<file path="src/rtl/pong_ball_sequencer.sv">
// Per-frame ball/score sequencer: serve, play, point-pause and game-over phases.
// Optional AUTO_SERVE_EN: serve automatically after SERVE_FRAMES idle frames.
//   state  | meaning
//   SERVE  | ball centred, waiting for a serve
//   PLAY   | ball moving, collisions evaluated each frame
//   POINT  | ball frozen for PAUSE_FRAMES after a score
//   OVER   | a player reached WIN_SCORE, waiting for serveButton
module pong_ball_sequencer #(
  parameter int SCREEN_W     = 640,
  parameter int SCREEN_H     = 480,
  parameter int BALL_W       = 16,
  parameter int BALL_H       = 16,
  parameter int INIT_X_SPEED = 4,
  parameter int INIT_Y_SPEED = 2,
  parameter int MAX_X_SPEED  = 12,
  parameter int PAUSE_FRAMES = 30,
  parameter int SERVE_FRAMES = 60,
  parameter int WIN_SCORE    = 7
) (
  input  logic        pixelClock,
  input  logic        reset,
  input  logic        vSyncStart,
  input  logic        collisionBallScreenLeft,
  input  logic        collisionBallScreenRight,
  input  logic        collisionBallScreenTop,
  input  logic        collisionBallScreenBottom,
  input  logic        collisionBallPlayerPaddle,
  input  logic        collisionBallComputerPaddle,
  input  logic        serveButton,
  output logic [15:0] ballX,
  output logic [15:0] ballY,
  output logic [7:0]  ballXSpeed,
  output logic [7:0]  ballYSpeed,
  output logic [3:0]  playerScore,
  output logic [3:0]  computerScore,
  output logic [1:0]  gameState,
  output logic        gameOver
);

  typedef enum logic [1:0] {
    ST_SERVE = 2'd0,
    ST_PLAY  = 2'd1,
    ST_POINT = 2'd2,
    ST_OVER  = 2'd3
  } state_t;

`ifdef AUTO_SERVE_EN
  localparam bit AUTO_SERVE = 1'b1;
`else
  localparam bit AUTO_SERVE = 1'b0;
`endif

  localparam logic [15:0] X_CENTRE  = 16'((SCREEN_W - BALL_W) / 2);
  localparam logic [15:0] Y_CENTRE  = 16'((SCREEN_H - BALL_H) / 2);
  localparam logic [16:0] X_MAX     = 17'(SCREEN_W - BALL_W);
  localparam logic [16:0] Y_MAX     = 17'(SCREEN_H - BALL_H);
  localparam logic [15:0] X_MAX16   = 16'(SCREEN_W - BALL_W);
  localparam logic [15:0] Y_MAX16   = 16'(SCREEN_H - BALL_H);
  localparam logic [7:0]  INIT_XS   = 8'(INIT_X_SPEED);
  localparam logic [7:0]  INIT_YS   = 8'(INIT_Y_SPEED);
  localparam logic [7:0]  MAX_XS    = 8'(MAX_X_SPEED);
  localparam logic [6:0]  PAUSE_CNT = 7'(PAUSE_FRAMES);
  localparam logic [6:0]  SERVE_CNT = 7'(SERVE_FRAMES);
  localparam logic [3:0]  WIN       = 4'(WIN_SCORE);

  state_t      r_state;
  logic [15:0] r_ball_x;
  logic [15:0] r_ball_y;
  logic [7:0]  r_x_speed;
  logic [7:0]  r_y_speed;
  logic [3:0]  r_player_score;
  logic [3:0]  r_computer_score;
  logic        r_x_dir_right;
  logic        r_y_dir_down;
  logic        r_serve_right;
  logic        r_serve_req;
  logic        r_eval;
  logic        r_move;
  logic [6:0]  r_frame_cnt;

  logic [16:0] w_x_ext, w_xs_ext, w_x_sum;
  logic [16:0] w_y_ext, w_ys_ext, w_y_sum;
  logic [15:0] w_x_next, w_y_next;
  logic [7:0]  w_xs_inc;
  logic [3:0]  w_ps_inc, w_cs_inc;
  logic [6:0]  w_cnt_inc;
  logic        w_auto_fire;

  // 17-bit intermediates so neither the add nor the subtract can wrap.
  assign w_x_ext  = {1'b0, r_ball_x};
  assign w_xs_ext = {9'd0, r_x_speed};
  assign w_x_sum  = w_x_ext + w_xs_ext;
  assign w_y_ext  = {1'b0, r_ball_y};
  assign w_ys_ext = {9'd0, r_y_speed};
  assign w_y_sum  = w_y_ext + w_ys_ext;

  assign w_x_next = r_x_dir_right ? ((w_x_sum > X_MAX) ? X_MAX16 : w_x_sum[15:0])
                                  : ((w_x_ext < w_xs_ext) ? 16'd0 : r_ball_x - {8'd0, r_x_speed});
  assign w_y_next = r_y_dir_down  ? ((w_y_sum > Y_MAX) ? Y_MAX16 : w_y_sum[15:0])
                                  : ((w_y_ext < w_ys_ext) ? 16'd0 : r_ball_y - {8'd0, r_y_speed});

  assign w_xs_inc    = (r_x_speed >= MAX_XS) ? MAX_XS : r_x_speed + 8'd1;
  assign w_ps_inc    = r_player_score + 4'd1;
  assign w_cs_inc    = r_computer_score + 4'd1;
  assign w_cnt_inc   = r_frame_cnt + 7'd1;
  assign w_auto_fire = AUTO_SERVE && (w_cnt_inc == SERVE_CNT);

  always_ff @(posedge pixelClock) begin
    if (reset) begin
      r_state          <= ST_SERVE;
      r_ball_x         <= X_CENTRE;
      r_ball_y         <= Y_CENTRE;
      r_x_speed        <= INIT_XS;
      r_y_speed        <= INIT_YS;
      r_player_score   <= 4'd0;
      r_computer_score <= 4'd0;
      r_x_dir_right    <= 1'b0;
      r_y_dir_down     <= 1'b1;
      r_serve_right    <= 1'b0;
      r_serve_req      <= 1'b0;
      r_eval           <= 1'b0;
      r_move           <= 1'b0;
      r_frame_cnt      <= 7'd0;
    end else begin
      r_eval <= vSyncStart && !r_eval && !r_move;
      r_move <= r_eval;

      if (r_state == ST_SERVE && serveButton)
        r_serve_req <= 1'b1;

      if (r_eval) begin
        case (r_state)
          ST_SERVE: begin
            if (r_serve_req || serveButton || w_auto_fire) begin
              r_x_dir_right <= r_serve_right;
              r_x_speed     <= INIT_XS;
              r_serve_req   <= 1'b0;
              r_frame_cnt   <= 7'd0;
              r_state       <= ST_PLAY;
            end else if (AUTO_SERVE) begin
              r_frame_cnt <= w_cnt_inc;
            end
          end
          ST_PLAY: begin
            // A paddle only counts when the ball is heading toward it.
            if (collisionBallPlayerPaddle && !r_x_dir_right) begin
              r_x_dir_right <= 1'b1;
              r_x_speed     <= w_xs_inc;
            end else if (collisionBallComputerPaddle && r_x_dir_right) begin
              r_x_dir_right <= 1'b0;
              r_x_speed     <= w_xs_inc;
            end else if (collisionBallScreenLeft) begin
              r_computer_score <= w_cs_inc;
              r_serve_right    <= 1'b0;
              r_state          <= (w_cs_inc == WIN) ? ST_OVER : ST_POINT;
            end else if (collisionBallScreenRight) begin
              r_player_score <= w_ps_inc;
              r_serve_right  <= 1'b1;
              r_state        <= (w_ps_inc == WIN) ? ST_OVER : ST_POINT;
            end
            if (collisionBallScreenTop)
              r_y_dir_down <= 1'b1;
            if (collisionBallScreenBottom)
              r_y_dir_down <= 1'b0;
          end
          ST_POINT: begin
            if (w_cnt_inc == PAUSE_CNT) begin
              r_ball_x    <= X_CENTRE;
              r_ball_y    <= Y_CENTRE;
              r_x_speed   <= INIT_XS;
              r_frame_cnt <= 7'd0;
              r_state     <= ST_SERVE;
            end else begin
              r_frame_cnt <= w_cnt_inc;
            end
          end
          default: ;
        endcase
      end

      if (r_state == ST_OVER && serveButton) begin
        r_player_score   <= 4'd0;
        r_computer_score <= 4'd0;
        r_ball_x         <= X_CENTRE;
        r_ball_y         <= Y_CENTRE;
        r_serve_right    <= 1'b0;
        r_serve_req      <= 1'b0;
        r_frame_cnt      <= 7'd0;
        r_state          <= ST_SERVE;
      end

      if (r_move && r_state == ST_PLAY) begin
        r_ball_x <= w_x_next;
        r_ball_y <= w_y_next;
      end
    end
  end

  assign ballX         = r_ball_x;
  assign ballY         = r_ball_y;
  assign ballXSpeed    = r_x_speed;
  assign ballYSpeed    = r_y_speed;
  assign playerScore   = r_player_score;
  assign computerScore = r_computer_score;
  assign gameState     = r_state;
  assign gameOver      = (r_state == ST_OVER);

endmodule
</file>
<file path="config.mk">
export PLATFORM = sky130hd
export DESIGN_NAME = pong_ball_sequencer
export DESIGN_NICKNAME = d
export VERILOG_FILES = /design/src/rtl/pong_ball_sequencer.sv
export SDC_FILE = /design/constraint.sdc
export NUM_CORES = 1
export LEC_CHECK = 0
export BUFFER_PORTS_ARGS = -buffer_cell sky130_fd_sc_hd__buf_2
export CORE_ASPECT_RATIO = 0.5
export CORE_MARGIN = 10
export CORE_UTILIZATION = 45
export DETAILED_ROUTE_END_ITERATION = 6
export GPL_TIMING_DRIVEN = 0
export HOLD_SLACK_MARGIN = 0.1
export PLACE_DENSITY = 0.65
export SYNTH_ARGS = -nofsm -noshare
export SYNTH_HDL_FRONTEND = slang
export SYNTH_SLANG_ARGS = --single-unit
</file>
<file path="constraint.sdc">
create_clock -name pixelClock -period 4.7 [get_ports pixelClock]
set_input_delay 1.175 -clock pixelClock [delete_from_list [all_inputs] [get_ports pixelClock]]
set_output_delay 1.175 -clock pixelClock [all_outputs]
set_load 0.1 [all_outputs]
</file>
==> results of run 1 <==
cells in the final DEF, fill, tap and decap left out, types with 18 or more instances in the layout:
cell,count
o21ai_0,37
inv_1,27
buf_2,62
nor3_1,29
nand3_1,27
nand2_1,43
xnor2_1,18
nor2_1,76
dfxtp_1,62
ha_1,24
clkbuf_1,32
a31oi_1,18
a21oi_1,51
state kept, by name, summed over array words and instances, names as in the netlist:
signal and count:
r_x_dir_right 1, r_serve_right 1, computerScore 4, ballXSpeed 8, ballY 15, r_frame_cnt 7, gameState 2, ballX 16
r_serve_req 1, r_eval 1, r_move 1, r_y_dir_down 1, playerScore 4
logic make-up after synthesis:
family	count (synthesis)	share of synthesized area, %
adders and majority gates	26	7.130
muxes	7	1.494
other	2	0.1573
DFF	62	26.00
AOI/OAI and AO/OA	188	25.69
and+or+nand+nor	255	26.71
buffers and inverters	74	6.763
xor gates and xnor gates	33	6.055
worst paths after layout:
| check | from | to | slack [ps] |
|---|---|---|---|
| setup / recovery | r_frame_cnt[0] | ballX[0] | 1200 |
| hold / removal | r_move | r_eval | 440 |
| setup reg to reg | r_frame_cnt[0] | ballX[0] | 1200 |
| hold reg to reg | r_move | r_eval | 440 |
area by class of cell:
class | instances | area [µm²]
buffer | 47 | 221.5
clock buffer | 9 | 225.2
clock inverter | 7 | 75.07
fill | 1028 | 4710
inverter | 27 | 101.3
multi-input combinational | 518 | 3236
sequential | 62 | 1241
tap | 140 | 175.2
timing repair buffer | 59 | 295.3
where the power goes:
| part | total (mW) | internal, mW | switching, mW |
|---|---|---|---|
| Sequential | 0.535 | 0.530 | 0.00510 |
| Combinational | 0.119 | 0.0269 | 0.0923 |
| Clock | 0.681 | 0.411 | 0.270 |
metrics by stage:
stage	util (%)	area, µm²	power [mW]	setup slack, ps
2_1_floorplan	-	4800	0.6395	799.8
3_3_place_gp	51.27	5270	0.6641	1330
3_5_place_dp	51.27	5270	0.6642	1254
4_1_cts	54.19	5570	1.341	1239
5_1_grt	54.19	5570	1.377	1003
6_report	54.19	5570	1.335	1197
metal layers:
layer  vias up  wire [µm]
met3        13       1213
met1      2333       6816
met5         -          0
met2       185       5876
met4         0        144
li1       2473          -
critical path, stage by stage (launching register included):
cell	delay (ps)
dfxtp_1	380
ha_1	260
nand3_1	130
o21a_1	200
nor4_1	560
a21boi_0	290
o21ai_0	750
nor2_1	450
a22o_1	350
==> metrics.cfg, run 1 <==
[pwr]
cellPowerDensity_nw_per_um2=239.7
peakVddDrop_mv=0.1879
p_leak_nw=2.211

[timing]
worst_slew_pin_slew_ps=1095
finClkSkew_ps=7.724
finalSetupTns_ps=0
slew_headroom_pct=26.05
max_clock_freq_mhz=285.4
final_max_slew_viol_count=0
hold_slack_ps=440.4
finalSetupViolations=0
hold_viol=0
period_share_pct=74.54
rsz0062_at_grt=no
period_needed_ps=3503

[clock_tree]
clock_sinks=62
htree_levels=3
cts_resized=0
clk_latency_ps=340
clk_pin_slew_ps=60
root_buffer=clkbuf_16
cts_buffer_depth=2
cts_buffers=9
cts_setup_buffers=0
holdBufCountCts=0
cts_tree=done

[floorplanning]
die_y_um=92.83
dieArea_um2=15380
start_util_pct=46.43
pin_count=69
rows=26
dieWidth_um=165.7
design.core.area_um2=10280

[global_route]
grt_max_degree=13
met1_usage_pct=24.17
grt_first_pass_wirelength_um=23190
grt_pass1_vias=4525
grt_overflow=0
grt.met2_usage_pct=27.09
top_usage_layer=met2
antenna_found_initial=0
met3_usage_pct=4.724
grt_use_total_pct=17.79

[synthesis]
synth_commonest_cells=nor2_1 (76), dfxtp_1 (62), a21oi_1 (51), nand2_1 (43), o21ai_0 (37)
synth.distinct_cells=69
synth_edf_count=0
synth.area.top_cells=dfxtp_1 (26%), ha_1 (6.3%), nor2_1 (6.0%)
synth.top_cell.area_share_pct=26.00
syn_inst=647
synthArstFlopShare_pct=0
ys_ff_latch=62
synth_area_leader_cell=dfxtp_1
netlist_area_um2=4773
synth-seq-area-share_pct=26.00
syn_area_per_cell_um2=7.378
yosysMostFrequentCell=nor2_1
ys.flop_type=dfxtp_1
yosys_warnings=0

[worst_setup_path]
worstSetupPathType=flop to flop
arrival_ps=3730
crit_required_ps=4930
start_kind=flop
r2r.worst_path.cells=8
cp_max_fo=8
end_kind=flop

[placement]
placed_cells=853
globalplace.congestion=0.9485
port_buffers=59
hpwl_um=10680

[route]
wl_per_cell_um=16.17
vias_per_cell=5.758
vias=5004
antenna_left=0
drc=0
routed_wl_um=14050
dr.pass1.iters=5
drt_iter0_markers=414

[worst_hold_path]
min_path_type=flop to flop
hold-path-cell-count=1

[cells_and_area]
final_cells=869
drive_gt1_share_pct=14.54
syn_to_final_growth_pct=16.70
antenna-diode-count=0
final_nets=760

[outcome]
outcome=finished clean

[job]
maxCapViolations=0

Note: power is estimated with default switching activity, not from simulation.
==> run 2, diff against run 1 <==
--- a/config.mk
+++ b/config.mk
@@ -12,7 +12,7 @@
 export DETAILED_ROUTE_END_ITERATION = 6
 export GPL_TIMING_DRIVEN = 0
 export HOLD_SLACK_MARGIN = 0.1
-export PLACE_DENSITY = 0.65
+export PLACE_DENSITY = 0.68
 export SYNTH_ARGS = -nofsm -noshare
 export SYNTH_HDL_FRONTEND = slang
 export SYNTH_SLANG_ARGS = --single-unit
==> constraint.sdc (replaced) <==
create_clock -name pixelClock -period 2.9 [get_ports pixelClock]
set_input_delay 0.725 -clock pixelClock [delete_from_list [all_inputs] [get_ports pixelClock]]
set_output_delay 0.725 -clock pixelClock [all_outputs]
set_load 0.1 [all_outputs]
==> run 2 against run 1 <==
Worst setup slack got worse by 1200 ps. Largest power group unchanged. Worst hold slack improved by 15 ps. Combinational power increased by 75%. Clock power increased by 69%. Design area increased by 6.6%. Non-clock buffer count increased by 15. Core utilization increased by 3.6 points.
==> metrics.cfg, run 2 (synthesis gave the netlist of run 1 again) <==
[outcome]
outcome=finished clean

[worst_setup_path]
cp_top_family=compound AO/OA/AOI/OAI gates
slowest_delay_ps=420
critPathSlowestCell=or4_4
rrSetupSlack_ps=30
r2r.worst_path.cells=10
r2r-end=ballX[15]
r2r_start=ballXSpeed[1]
crit_end=ballX[15]
path_cells=inv_6 -> ha_4 -> nor2b_1 -> o31a_1 -> o31a_1 -> o21a_1 -> o21a_1 -> or4_4 -> or3_1 -> a31oi_1
path_depth=10
end_kind=flop
worstSetupPathType=flop to flop
crit_required_ps=3150
cp_max_fo=5
critPathBufInv=1
cp-startpoint=ballXSpeed[1]
arrival_ps=3120
start_kind=flop

[route]
dr.pass1.iters=5
routed_wl_um=14610
drt_iter0_markers=359
antenna_left=0
vias_per_cell=5.724
drc=0
wl_per_cell_um=16.53
vias=5060

[floorplanning]
dieWidth_um=165.7
die_y_um=92.83
rows=26
start_util_pct=46.43
pin_count=69
dieArea_um2=15380
design.core.area_um2=10280

[cells_and_area]
utilization_pct=57.77
drive_gt1_share_pct=23.92
final_cells=884
largest_reg_flops=16
nFillCells=980
antenna-diode-count=0
fin_area_um2=5938
mostFrequentLayoutCells=nor2_1 (74), buf_2 (61), a21oi_1 (51), nand2_1 (43), dfxtp_1 (38)
final_common_cell=nor2_1
syn_to_final_growth_pct=24.40
final_nets=775

[placement]
hpwl_um=10630
post-place-ws_ps=-424.7
placed_area_um2=5341
port_buffers=59
globalplace.congestion=0.9259
placed_cells=853

[pwr]
pwr-share-clk_pct=52.0
intPower_mw=1.648
pwr-share-seq_pct=38.7
fin_total_pwr_mw=2.219
p_leak_nw=2.337
peakVddDrop_mv=0.2912
comb_power_share_pct=9.4
switchingPower_mw=0.5713
switching_share_pct=25.75
cellPowerDensity_nw_per_um2=373.7

[clock_tree]
clk_pin_slew_ps=50
root_buffer=clkbuf_16
holdBufCountCts=0
clock_sinks=62
cts_buffer_depth=2
cts_tree=done
clk_latency_ps=340
htree_levels=3
cts_buffers=9

[global_route]
grt_use_total_pct=17.94
grt_pass1_vias=4656
grt_overflow=0
antenna_found_initial=0
grt_max_degree=12
grt_first_pass_wirelength_um=23330

[timing]
hold_slack_ps=455.0
slew_headroom_pct=23.48
period_needed_ps=2869
hold_viol=0
finalSetupTns_ps=0
worst_slew_pin_slew_ps=1133
period_share_pct=98.95
finClkSkew_ps=7.732
fin_ws_ps=30.51
max_clock_freq_mhz=348.5
finalSetupViolations=0
final_max_slew_viol_count=0

[worst_hold_path]
min_path_type=flop to flop

[job]
maxCapViolations=0

==> run 2: changes by cell type in the layout (fill, tap and decap cells not counted), moves of 3 or more <==
cell / previous run / this run
o21ai_2: 0 / 4
dfxtp_2: 0 / 13
buf_4: 9 / 28
clkbuf_1: 32 / 26
a21boi_0: 5 / 2
o21ai_0: 37 / 34
dfxtp_4: 0 / 11
dfxtp_1: 62 / 38
ha_1: 24 / 20
==> run 2: how the worst min path moves through the flow <==
stage                     cells after the start   start      to
after floorplan                               1  r_move  r_eval
after global placement                        1  r_move  r_eval
after detailed placement                      1  r_move  r_eval
after CTS                                     1  r_move  r_eval
after global routing                          1  r_move  r_eval
final                                         1  r_move  r_eval
==> run 2: worst register-to-register path, delay by kind of cell (launching register included) <==
family	cells	cell delay [ps]
AO/OA/AOI/OAI	5	1290
adder cells (fa/ha/maj)	1	190
AND/OR/NAND/NOR	3	870
flip-flops	1	360
buffers and inverters	1	70
==> run 2: repair_timing <==
item | CTS | global route
setup buffers | 2 | 17
gates cloned | 0 | 0
pin swaps | 3 | 12
setup endpoints to repair | 15 | 25
gates resized for setup | 10 | 34
==> run 2: power groups by stage <==
| stage | Sequential [mW] | Clock, mW | Combinational (mW) |
|---|---|---|---|
| floorplan | 0.900 | 0 | 0.129 |
| CTS | 0.858 | 1.17 | 0.195 |
| global route | 0.859 | 1.20 | 0.222 |
| global placement | 0.877 | 0 | 0.191 |
| finish | 0.858 | 1.15 | 0.208 |
| detailed placement | 0.877 | 0 | 0.192 |
==> run 2: cell type report <==
cell class              instances  area (µm²)  area share (%)
plain buffers                  43       215.2           3.624
clock buffers                   9       225.2           3.793
clock inverters                 7       88.84           1.496
inverters                      27       106.4           1.791
multi-input cells             518        3391           57.10
flip-flops and latches         62        1299           21.87
well taps                     140       175.2           2.950
repair buffers                 78       437.9           7.375
==> run 2: layer usage <==
| metal | GRT usage (%) | part of all wire, % |
|---|---|---|
| met5 | 0 | 0 |
| met4 | 4.912 | 0.89 |
| met3 | 4.133 | 6.9 |
| met2 | 28.95 | 45 |
| met1 | 23.57 | 47 |
